--- src/rtl/alu_fib_pkg.sv ---
// Shared types and constants for the button-stepped Fibonacci controller.
package alu_fib_pkg;

  // Controller states
  typedef enum logic [2:0] {
    IDLE = 3'd0,
    CALC = 3'd1,
    WB   = 3'd2,
    RUN  = 3'd3,
    HALT = 3'd4
  } state_t;

  // ALU opcodes; the controller only ever issues ALU_ADD
  localparam logic [2:0] ALU_ADD = 3'b000;
  localparam logic [2:0] ALU_SUB = 3'b001;
  localparam logic [2:0] ALU_AND = 3'b010;
  localparam logic [2:0] ALU_OR  = 3'b011;
  localparam logic [2:0] ALU_XOR = 3'b100;

  // Flag bit positions: f[0] zero, f[1] carry/borrow, f[2] negative (result msb)
  localparam int FLAG_W = 3;
  localparam int F_ZERO = 0;
  localparam int F_CRY  = 1;
  localparam int F_NEG  = 2;

endpackage

--- src/rtl/alu.sv ---
// Small combinational ALU: WIDTH-bit result plus zero/carry/negative flags.
module alu
  import alu_fib_pkg::*;
#(
  parameter int WIDTH = 6
) (
  input  logic [2:0]        s_i,
  input  logic [WIDTH-1:0]  a_i,
  input  logic [WIDTH-1:0]  b_i,
  output logic [WIDTH-1:0]  y_o,
  output logic [FLAG_W-1:0] f_o
);

  logic [WIDTH:0] wide;

  // Compute the result one bit wider so the carry/borrow falls out of the msb
  always_comb begin
    wide = '0;
    case (s_i)
      ALU_ADD: wide = {1'b0, a_i} + {1'b0, b_i};
      ALU_SUB: wide = {1'b0, a_i} - {1'b0, b_i};
      ALU_AND: wide = {1'b0, a_i & b_i};
      ALU_OR:  wide = {1'b0, a_i | b_i};
      ALU_XOR: wide = {1'b0, a_i ^ b_i};
      default: wide = {1'b0, a_i};
    endcase
  end

  assign y_o           = wide[WIDTH-1:0];
  assign f_o[F_ZERO]   = (wide[WIDTH-1:0] == '0);
  assign f_o[F_CRY]    = wide[WIDTH];
  assign f_o[F_NEG]    = wide[WIDTH-1];

endmodule

--- src/rtl/debounce_pulse.sv ---
// Two-flop synchroniser, stability-window debouncer and rising-edge pulse.
module debounce_pulse #(
  parameter int DB_CYCLES = 1_000_000
) (
  input  logic CLK100MHZ,
  input  logic CPU_RESETN,
  input  logic btn_i,
  output logic pulse_o
);

  localparam int CW = (DB_CYCLES < 2) ? 1 : $clog2(DB_CYCLES + 1);
  localparam logic [CW-1:0] CNT_LAST = CW'(DB_CYCLES - 1);

  logic [1:0]    sync_q;
  logic          stable_q;
  logic [CW-1:0] cnt_q;
  logic          pulse_q;

  // Accept a new level only after DB_CYCLES consecutive samples that differ
  // from the current accepted level; any agreeing sample restarts the window.
  // Reset puts everything at the released level so reset exit never fires.
  always_ff @(posedge CLK100MHZ or negedge CPU_RESETN) begin
    if (!CPU_RESETN) begin
      sync_q   <= '0;
      stable_q <= 1'b0;
      cnt_q    <= '0;
      pulse_q  <= 1'b0;
    end else begin
      sync_q  <= {sync_q[0], btn_i};
      pulse_q <= 1'b0;
      if (sync_q[1] == stable_q) begin
        cnt_q <= '0;
      end else if (cnt_q == CNT_LAST) begin
        cnt_q    <= '0;
        stable_q <= sync_q[1];
        pulse_q  <= sync_q[1];
      end else begin
        cnt_q <= cnt_q + CW'(1);
      end
    end
  end

  assign pulse_o = pulse_q;

endmodule

--- src/rtl/alu_fib_ctrl.sv ---
// Button-stepped Fibonacci generator: each debounced press adds the two
// newest terms through the shared ALU and shows the result on the LEDs.
module alu_fib_ctrl
  import alu_fib_pkg::*;
#(
  parameter int WIDTH     = 6,
  parameter int DB_CYCLES = 1_000_000
) (
  input  logic        CLK100MHZ,
  input  logic        CPU_RESETN,
  input  logic        BTNC,
  input  logic [15:0] SW,
  output logic [15:0] LED
);

  state_t             state_q;
  logic [WIDTH-1:0]   r0_q, r1_q, sum_q, term_q;
  logic [FLAG_W-1:0]  flg_q, lflg_q;
  logic [3:0]         cnt_q, cnt_d;
  logic               halt_q;
  logic               step_pulse;
  logic [WIDTH-1:0]   alu_y;
  logic [FLAG_W-1:0]  alu_f;
  logic               sw_unused;

  assign sw_unused = ^SW[15:12];

  debounce_pulse #(.DB_CYCLES(DB_CYCLES)) u_db (
    .CLK100MHZ (CLK100MHZ),
    .CPU_RESETN(CPU_RESETN),
    .btn_i     (BTNC),
    .pulse_o   (step_pulse)
  );

  alu #(.WIDTH(WIDTH)) u_alu (
    .s_i(ALU_ADD),
    .a_i(r0_q),
    .b_i(r1_q),
    .y_o(alu_y),
    .f_o(alu_f)
  );

  // Step counter saturates so long zero-seed runs stay at 15
  assign cnt_d = (cnt_q == 4'hF) ? cnt_q : cnt_q + 4'd1;

  // Controller: pulses are only acted on in IDLE and RUN, so presses during
  // CALC/WB are dropped and HALT is left only through reset
  always_ff @(posedge CLK100MHZ or negedge CPU_RESETN) begin
    if (!CPU_RESETN) begin
      state_q <= IDLE;
      r0_q    <= '0;
      r1_q    <= '0;
      sum_q   <= '0;
      flg_q   <= '0;
      term_q  <= '0;
      lflg_q  <= '0;
      cnt_q   <= '0;
      halt_q  <= 1'b0;
    end else begin
      case (state_q)
        IDLE: if (step_pulse) begin
          r0_q    <= WIDTH'(SW[5:0]);
          r1_q    <= WIDTH'(SW[11:6]);
          term_q  <= WIDTH'(SW[11:6]);
          cnt_q   <= '0;
          state_q <= RUN;
        end
        RUN: if (step_pulse) state_q <= CALC;
        CALC: begin
          sum_q   <= alu_y;
          flg_q   <= alu_f;
          state_q <= WB;
        end
        WB: begin
          lflg_q <= flg_q;
          if (!flg_q[F_CRY]) begin
            r0_q    <= r1_q;
            r1_q    <= sum_q;
            term_q  <= sum_q;
            cnt_q   <= cnt_d;
            state_q <= RUN;
          end else begin
            halt_q  <= 1'b1;
            state_q <= HALT;
          end
        end
        HALT:    state_q <= HALT;
        default: state_q <= IDLE;
      endcase
    end
  end

  assign LED = {lflg_q, halt_q, cnt_q, 2'b00, 6'(term_q)};

endmodule

--- config.mk ---
export PLATFORM = sky130hd
export DESIGN_NAME = alu_fib_ctrl
export DESIGN_NICKNAME = d
export VERILOG_FILES = /design/src/rtl/alu_fib_pkg.sv /design/src/rtl/alu.sv /design/src/rtl/debounce_pulse.sv /design/src/rtl/alu_fib_ctrl.sv
export SDC_FILE = /design/constraint.sdc
export NUM_CORES = 1
export LEC_CHECK = 0
export ABC_AREA = 1
export BUFFER_PORTS_ARGS = -buffer_cell sky130_fd_sc_hd__buf_2
export CAP_MARGIN = 15
export CORE_MARGIN = 4
export CORE_UTILIZATION = 45
export CTS_CLUSTER_SIZE = 24
export DETAILED_ROUTE_END_ITERATION = 8
export HOLD_SLACK_MARGIN = 0.1
export PLACE_DENSITY = 0.65
export SETUP_SLACK_MARGIN = 0.4
export SYNTH_ARGS = -nofsm -noshare
export SYNTH_HDL_FRONTEND = slang
export SYNTH_SLANG_ARGS = --single-unit
export TNS_END_PERCENT = 100
--- constraint.sdc ---
create_clock -name CLK100MHZ -period 3.1 [get_ports CLK100MHZ]
set_clock_uncertainty 0.2 [all_clocks]
set_input_delay 0 -clock CLK100MHZ [delete_from_list [all_inputs] [get_ports CLK100MHZ]]
set_output_delay 0 -clock CLK100MHZ [all_outputs]
set_load 0.005 [all_outputs]
After elaboration in Yosys (flattened, before gate mapping)
Index checks and enable logic that the tools add are counted.

word-level totals
  bits in registers = 56
  output and inout port bits = 16
  word-level logic and storage cells = 53
  bits of input ports = 19

operators by class
  muxes and demuxes = 18
  bitwise gates (word level) = 1
  eq/ne operators = 11
  add/subtract/negate cells = 3
  reduce and logical (&&, ||, !) cells = 8

operator list
  kind                                           count
  2-to-1 mux 20 bit                              2
  2-to-1 mux 6 bit                               4
  case mux 6 bit (2 select lines)                2
  adder 20 x 1 -> 20 bit, second input constant  1
  == test 20 bit, second input constant          1
  case mux 3 bit (5 select lines)                1
  2-to-1 mux 4 bit                               3
  2-to-1 mux 3 bit                               3
  case mux 4 bit (2 select lines)                1
  adder 6 x 6 -> 7 bit                           1
  == test 3 x 2 -> 1 bit, second input constant  2
  zero test 6 bit                                1
  AND reduction 2 bit                            3
  adder 4 x 1 -> 4 bit, second input constant    1
  == test 4 bit, second input constant           1
  != test 2 x 1 -> 1 bit, second input constant  2
  != test 2 bit, second input constant           2
  AND reduction 4 bit                            1
  == test 3 x 1 -> 1 bit, second input constant  1
  == test 3 bit, second input constant           1
  zero test 3 bit                                1
  AND reduction 3 bit                            1
  2-to-1 mux 1 bit                               2
  nonzero test 2 bit                             1
  2 further kinds                                2

Depth between registers and ports, before layout
Gate-level depths: netlist (run 1).

  depth in word-level cells = 4
  mapped depth = 10
  mapped depth without buffers = 10

By module
A second synthesis (run 1) with hierarchy kept.

second synthesis, totals
  cell total of the unflattened synthesis = 532
  area, all modules = 3,977.6 um^2

by module, submodules not included
  module          area an instance (um^2)  seq. area each (um^2)  instances  cells each
  alu_fib_ctrl    1,584.0                  800.8                  1          200
  debounce_pulse  1,395.1                  600.6                  1          167
  alu             998.5                    0.0                    1          165

Worst setup path after synthesis (run 1)
Ideal clock, no wire load.

  path type = register to register
  from = register, netlist name term_q[0]
  to = register flg_q[0]
  required time = 2.835 ns
  path buffers = 0
  setup time = 0.065 ns
  cell stages (with the launch flop) = 9
  clock period less this slack = 1.794 ns
  slack = 1.306 ns
  arrival = 1.529 ns
  path through = dfrtp_1 > ha_1 > fa_1 > nand3b_1 > nor2_1 > nand3_1 > nor2_1 > nand2_1 > nand2_1

RTL lines
  what                    RTL line            text
  end signal: assignment  alu_fib_ctrl.sv:71  flg_q <= alu_f;
  end: declaration        alu_fib_ctrl.sv:18  logic [FLAG_W-1:0] flg_q, lflg_q;

==> reports/results.txt, run 1 <==
EDFF count, synth -> 0
FF+latch count, synth -> 55
M3 GR Usage -> 0.0295
Setup_tns -> 0 ps
Postcts setup bufs -> 0
Post-route DRC -> 0
Initial Util -> 0.464
Worst slew margin -> 0.610
Core ar. -> 6390 um^2
CTS buffer count -> 5
Final instance area -> 3420 um^2
Clock Latency Late Sink -> 300 ps
Final Util -> 0.535
Fillers -> 606
Layout net count -> 458
Largest net degree at the start of global routing -> 50
Drt wl/cell -> 11.7 um
Critical Path Source -> term_q[0]$_DFFE_PN0P_
CTS tree -> yes
First-pass GRT wire length -> 10.2 mm
Most used routing layer in global routing -> met2
CP startpoint kind -> flip-flop
Pre-CTS setup slack -> 1160 ps
Type of the worst min-delay path -> in -> reg
Crit path kind -> reg -> reg
Power per Cell Area -> 335 nW/um^2
Non-Filler Instances -> 506
Post-synth top cells -> nand2_1 (129), dfrtp_1 (55), nor2_1 (52), inv_1 (36), nand3_1 (22)
HPWL Detailed -> 4.25 mm
Worst-Margin Slew -> 585 ps
R2r setup slk -> 1110 ps
Die W -> 89.1 um
GR Overflow Total -> 0
Yosys top cell area share -> 0.465
GRT met1 Usage -> 0.210
Fin. Hold Viols -> 0
Count leader, synth -> nand2_1
Synth cell types -> 33
Final WS setup -> 1110 ps
Final cycle utilization of the critical path -> 0.642
Met2 global-route usage -> 0.279
FF-to-FF Start -> term_q[0]$_DFFE_PN0P_
I/O Buffers -> 28
CP Max Fanout -> 3
Yosys top cell by area -> dfrtp_1
Hold slack -> 150 ps
Area contributors post-synth -> dfrtp_1 (46%), nand2_1 (16%), nor2_1 (6.6%)
Cells after Synth -> 383
Worst flop-to-flop path endpoint -> flg_q[0]$_DFFE_PN0P_
Critical path arrival -> 2040 ps
Die H -> 89.1 um
Post-Route WL -> 5.92 mm
Crit path cell chain -> ha_1 -> fa_1 -> nand3b_1 -> nor2_1 -> nand3_1 -> nor2_1 -> nand2_1 -> nand2_1
Post-route ant nets -> 0
Deepest clock path buffer count -> 2
Slowest stage delay, CP -> 430 ps
Crit end category -> flip-flop
Ys Warns -> 0
Rows -> 29
Via count -> 2437
Io pins -> 35
Mean Syn Cell Area -> 7.73 um^2
Initial antenna violation count -> 0
Status -> finished clean
Overall routing resource usage -> 0.162
Post-synth top flop -> dfrtp_1
Final setup violation count -> 0
Ys async rst share -> 1.00
Die Area -> 7940 um^2
Starting DRT DRC Count -> 91
Fmax -> 503 MHz
Leak -> 1.69 nW
Minimum clock period after layout -> 1990 ps
H-tree depth -> 2
Placed cell area -> 3170 um^2
Worst endpoint required time -> 3150 ps
Slowest CP cell -> fa_1
Peak supply drop -> 190 uV
Routability cong. -> 0.853
Clock sink count -> 55
Worst-path clk slew -> 100 ps
Number of diodes -> 0
CTS root buf -> clkbuf_8
Mapped cell area -> 2960 um^2
RSZ-0062 raised after global routing -> false
Seq/Total Area, Yosys -> 0.465
DP Cell Count -> 484
Max-slew violation count -> 0
Max_cap viols -> 0
CP endpoint -> flg_q[0]$_DFFE_PN0P_
R2R cell count -> 8
Vias in the first global route -> 2298
Layout cells sized above 1 -> 0.133
Pre-antenna DRT Iters -> 4
Drt via density -> 4.82
Layout area overhead -> 15.4%
Pwr Total -> 1.15 mW
-- critical path: cells and delay by family, from the launching register on --
family,cells,cell delay (ps)
adder cells (fa/ha/maj),2,680
AND/OR/NAND/NOR,6,640
flip-flops,1,420
-- what timing repair did --
| action | 4_1_cts | 5_1_grt |
|---|---|---|
| gates resized for setup | 0 | 0 |
| hold buffers | 14 | 1 |
| endpoints found under the hold margin | 61 | 24 |
-- logic make-up (layout without fill, tap and decap cells) --
kind of cell,Yosys count,after routing,synth area share
simple gates,227,227,0.328
xor+xnor,13,13,0.0385
fa+ha+maj,9,9,0.0406
other cells,1,2,0.00127
buf+inv,49,94,0.0702
flops,55,55,0.465
compound gates,29,29,0.0566
-- worst min-delay path by stage --
stage / end / depth (start not counted) / start
3_3_place_gp: u_db.sync_q[0]$_DFF_PN0_ / 1 / BTNC
3_5_place_dp: u_db.sync_q[0]$_DFF_PN0_ / 1 / BTNC
6_report: u_db.sync_q[0]$_DFF_PN0_ / 2 / BTNC
2_1_floorplan: cnt_q[0]$_DFFE_PN0P_ / 0 / CPU_RESETN
5_1_grt: u_db.sync_q[0]$_DFF_PN0_ / 2 / BTNC
4_1_cts: u_db.sync_q[0]$_DFF_PN0_ / 2 / BTNC
-- metal layers --
layer  routed length [um]  part of all wire
met1                 2860              0.48
met2                 2820              0.48
met3                  161             0.027
met4                   82             0.014
met5                    0                 0
-- power by group --
group / switching [mW] / total, mW / internal, mW
registers: 0.00292 / 0.724 / 0.721
clock network: 0.207 / 0.358 / 0.151
logic: 0.0336 / 0.0642 / 0.0306
total: 0.243 / 1.15 / 0.903
-- sequential cells by signal (all words and copies together), names as in the netlist --
register / flops
cnt_q: 4
lflg_q: 3
halt_q: 1
term_q: 6
u_db.stable_q: 1
u_db.sync_q: 2
u_db.pulse_o: 1
r0_q: 6
sum_q: 5
u_db.cnt_q: 20
flg_q: 3
state_q: 3
-- area by class of cell --
type                            count  area, um^2  share of cell area
Clock buffer                        6        72.6              0.0212
Timing Repair Buffer               45         325              0.0952
Inverter                           43         166              0.0487
Multi-Input combinational cell    280        1380               0.404
Sequential cell                    55        1380               0.403
Tap cell                           77        96.3              0.0282
-- cell usage in the layout, fill, tap and decap left out, types with 2 or more instances in the layout --
master	instances
nor3_1	6
nand4_1	4
inv_1	36
nand3_1	22
dlygate4sd3_1	15
o21ai_1	2
a31oi_1	2
nand2_1	129
nor2_2	5
inv_2	4
clkbuf_8	5
buf_2	28
o21ai_2	4
ha_1	8
a21oi_1	6
inv_4	2
xor2_1	7
conb_1	2
dfrtp_1	55
nor2_1	52
xnor2_1	6
nand3_4	2
o21ai_0	13
nand2_2	2
Note: power is estimated with default switching activity, not from simulation.
==> run 2, diff against run 1 <==
==> constraint.sdc (replaced) <==
create_clock -name CLK100MHZ -period 2 [get_ports CLK100MHZ]
set_clock_uncertainty 0.2 [all_clocks]
set_input_delay 0 -clock CLK100MHZ [delete_from_list [all_inputs] [get_ports CLK100MHZ]]
set_output_delay 0 -clock CLK100MHZ [all_outputs]
set_load 0.005 [all_outputs]
==> run 2 against run 1 <==
Compared with the run above: flip-flop and latch count unchanged; clock power rose by 94%; worst hold slack worse by 38 ps; non-clock buffer count is 31 higher; largest power group unchanged; core utilization grew 9.3 points; count of clock-buffer cells in the layout did not move; wire length rose by 22%; global-route usage increased by 3.0 points; power increased by 69%; critical path depth is the same; register-to-register slack got worse by 950 ps.
==> reports/results.txt, run 2 (same netlist as run 1, synthesis figures left out) <==
First-pass GRT wire length -> 11.8 mm (was 10.2 mm)
Via count -> 2668 (was 2437)
I/O Buffers -> 28 (unchanged)
Pre-CTS setup slack -> 151 ps (was 1160 ps)
Number of flip-flops in the largest register -> 20 (unchanged)
Clock sink count -> 55 (unchanged)
Worst endpoint required time -> 2070 ps (was 3150 ps)
Fin. Hold Viols -> 0 (unchanged)
Pre-antenna DRT Iters -> 4 (unchanged)
Layout cells sized above 1 -> 0.329 (was 0.133)
HPWL Detailed -> 4.33 mm (was 4.25 mm)
Overall routing resource usage -> 0.192 (was 0.162)
Biggest register -> u_db.cnt_q (unchanged)
Register area -> 1380 um^2 (about the same)
Commonest cells after routing, fill and taps aside -> nand2_1 (108), dfrtp_1 (50), nor2_1 (39), inv_1 (32), buf_2 (28) (was nand2_1 (129), dfrtp_1 (55), nor2_1 (52), inv_1 (36), buf_2 (28))
Fmax -> 543 MHz (was 503 MHz)
CTS buffer count -> 5 (unchanged)
Max_cap viols -> 0 (unchanged)
Worst-path clk slew -> 110 ps (was 100 ps)
Die W -> 89.1 um (unchanged)
Leak -> 1.96 nW (was 1.69 nW)
Starting DRT DRC Count -> 114 (was 91)
Commonest non-fill, non-tap cell in the layout -> nand2_1 (unchanged)
Setup_tns -> 0 ps (unchanged)
Post-route ant nets -> 0 (unchanged)
Layout area overhead -> 35.5% (was 15.4%)
Footprint of the multi-input gates -> 1630 um^2 (was 1380 um^2)
Power per Cell Area -> 482 nW/um^2 (was 335 nW/um^2)
Type of the worst min-delay path -> in -> reg (unchanged)
Slowest stage delay, CP -> 410 ps (was 430 ps)
Crit path kind -> reg -> reg (unchanged)
CTS tree -> yes (unchanged)
Final cycle utilization of the critical path -> 0.922 (was 0.642)
Clock Latency Late Sink -> 320 ps (was 300 ps)
Status -> finished clean (unchanged)
Critical path arrival -> 1910 ps (was 2040 ps)
Peak supply drop -> 482 uV (was 190 uV)
Final instance area -> 4010 um^2 (was 3420 um^2)
Slowest CP cell -> fa_2 (was fa_1)
GRT met1 Usage -> 0.229 (was 0.210)
Drt wl/cell -> 13.3 um (was 11.7 um)
Drt via density -> 4.92 (was 4.82)
Most used routing layer in global routing -> met2 (unchanged)
CP startpoint kind -> flip-flop (unchanged)
Number of diodes -> 0 (unchanged)
Rows -> 29 (unchanged)
Die H -> 89.1 um (unchanged)
Deepest clock path buffer count -> 2 (unchanged)
Minimum clock period after layout -> 1840 ps (was 1990 ps)
Die Area -> 7940 um^2 (unchanged)
Largest net degree at the start of global routing -> 56 (was 50)
Largest registers -> u_db.cnt_q x20, r0_q x6, term_q x6 (unchanged)
H-tree depth -> 2 (unchanged)
Initial Util -> 0.464 (unchanged)
Post-Route WL -> 7.19 mm (was 5.92 mm)
Io pins -> 35 (unchanged)
Core ar. -> 6390 um^2 (unchanged)
Placed cell area -> 3200 um^2 (was 3170 um^2)
Crit path cell chain -> ha_2 -> fa_2 -> nand3b_1 -> nor2_1 -> nand3_1 -> nor2_1 -> nand2_1 -> nand2_1 (was ha_1 -> fa_1 -> nand3b_1 -> nor2_1 -> nand3_1 -> nor2_1 -> nand2_1 -> nand2_1)
CTS root buf -> clkbuf_8 (unchanged)
Routability cong. -> 0.818 (was 0.853)
M3 GR Usage -> 0.0498 (was 0.0295)
Vias in the first global route -> 2625 (was 2298)
Post-route DRC -> 0 (unchanged)
Max-slew violation count -> 0 (unchanged)
Final WS setup -> 157 ps (was 1110 ps)
Layout net count -> 492 (was 458)
Crit end category -> flip-flop (unchanged)
Initial antenna violation count -> 0 (unchanged)
Final setup violation count -> 0 (unchanged)
GR Overflow Total -> 0 (unchanged)
Fillers -> 535 (was 606)
Met2 global-route usage -> 0.330 (was 0.279)
CP Max Fanout -> 2 (was 3)
RSZ-0062 raised after global routing -> true (was false)
## run 2: final timing paths
check | start | end | slack (ps) | cells after the start
setup / recovery | r0_q[0]$_DFFE_PN0P_ | flg_q[0]$_DFFE_PN0P_ | 160 | 8
hold / removal | BTNC | u_db.sync_q[0]$_DFF_PN0_ | 110 | 2
setup reg to reg | r0_q[0]$_DFFE_PN0P_ | flg_q[0]$_DFFE_PN0P_ | 160 | 8
hold reg to reg | u_db.sync_q[0]$_DFF_PN0_ | u_db.sync_q[1]$_DFF_PN0_ | 160 | 0
max in group asynchronous | CPU_RESETN | u_db.cnt_q[6]$_DFF_PN0_ | 760 | 4
min in group asynchronous | CPU_RESETN | term_q[2]$_DFFE_PN0P_ | 550 | 4
## run 2: layout make-up
class,instances,area share
Inverter,43,0.0462
Timing Repair inverter,3,0.00593
Tap cell,77,0.0240
Sequential cell,55,0.345
Clock buffer,6,0.0206
Clock inverter,2,0.00499
Multi-Input combinational cell,280,0.407
Timing Repair Buffer,76,0.147
## run 2: layer usage
| metal | vias to the layer above | routed length (um) |
|---|---|---|
| met5 | - | 0 |
| li1 | 1351 | - |
| met2 | 47 | 3750 |
| met4 | 0 | 138 |
| met3 | 14 | 252 |
| met1 | 1256 | 3050 |
## run 2: power by group
part / total [mW] / internal, mW / switching, mW
sequential: 1.12 / 1.12 / 0.00619
clock: 0.693 / 0.293 / 0.400
combinational: 0.118 / 0.0582 / 0.0602
total: 1.94 / 1.47 / 0.466
## run 2: critical path: cells and delay by family (launching register included)
kind	cells	cell delay, ps
fa+ha+maj	2	610
simple gates	6	580
flops	1	400
## run 2: stage by stage
stage	total power, mW	hold slack (ps)	std cells	utilization
floorplan	1.17	-496	384	-
global placement	1.22	-179	485	0.501
detailed placement	1.22	-174	485	0.501
CTS	1.94	105	530	0.588
global route	2.02	130	542	0.628
finish	1.94	112	542	0.628
## run 2: what timing repair did
| action | CTS | global route |
|---|---|---|
| resized for setup | 37 | 56 |
| setup endpoints to repair | 38 | 44 |
| hold buffers | 15 | 0 |
| hold endpoints to repair | 68 | 0 |
| gates cloned | 3 | 0 |
| setup buffers | 19 | 12 |
| pin swaps | 17 | 17 |
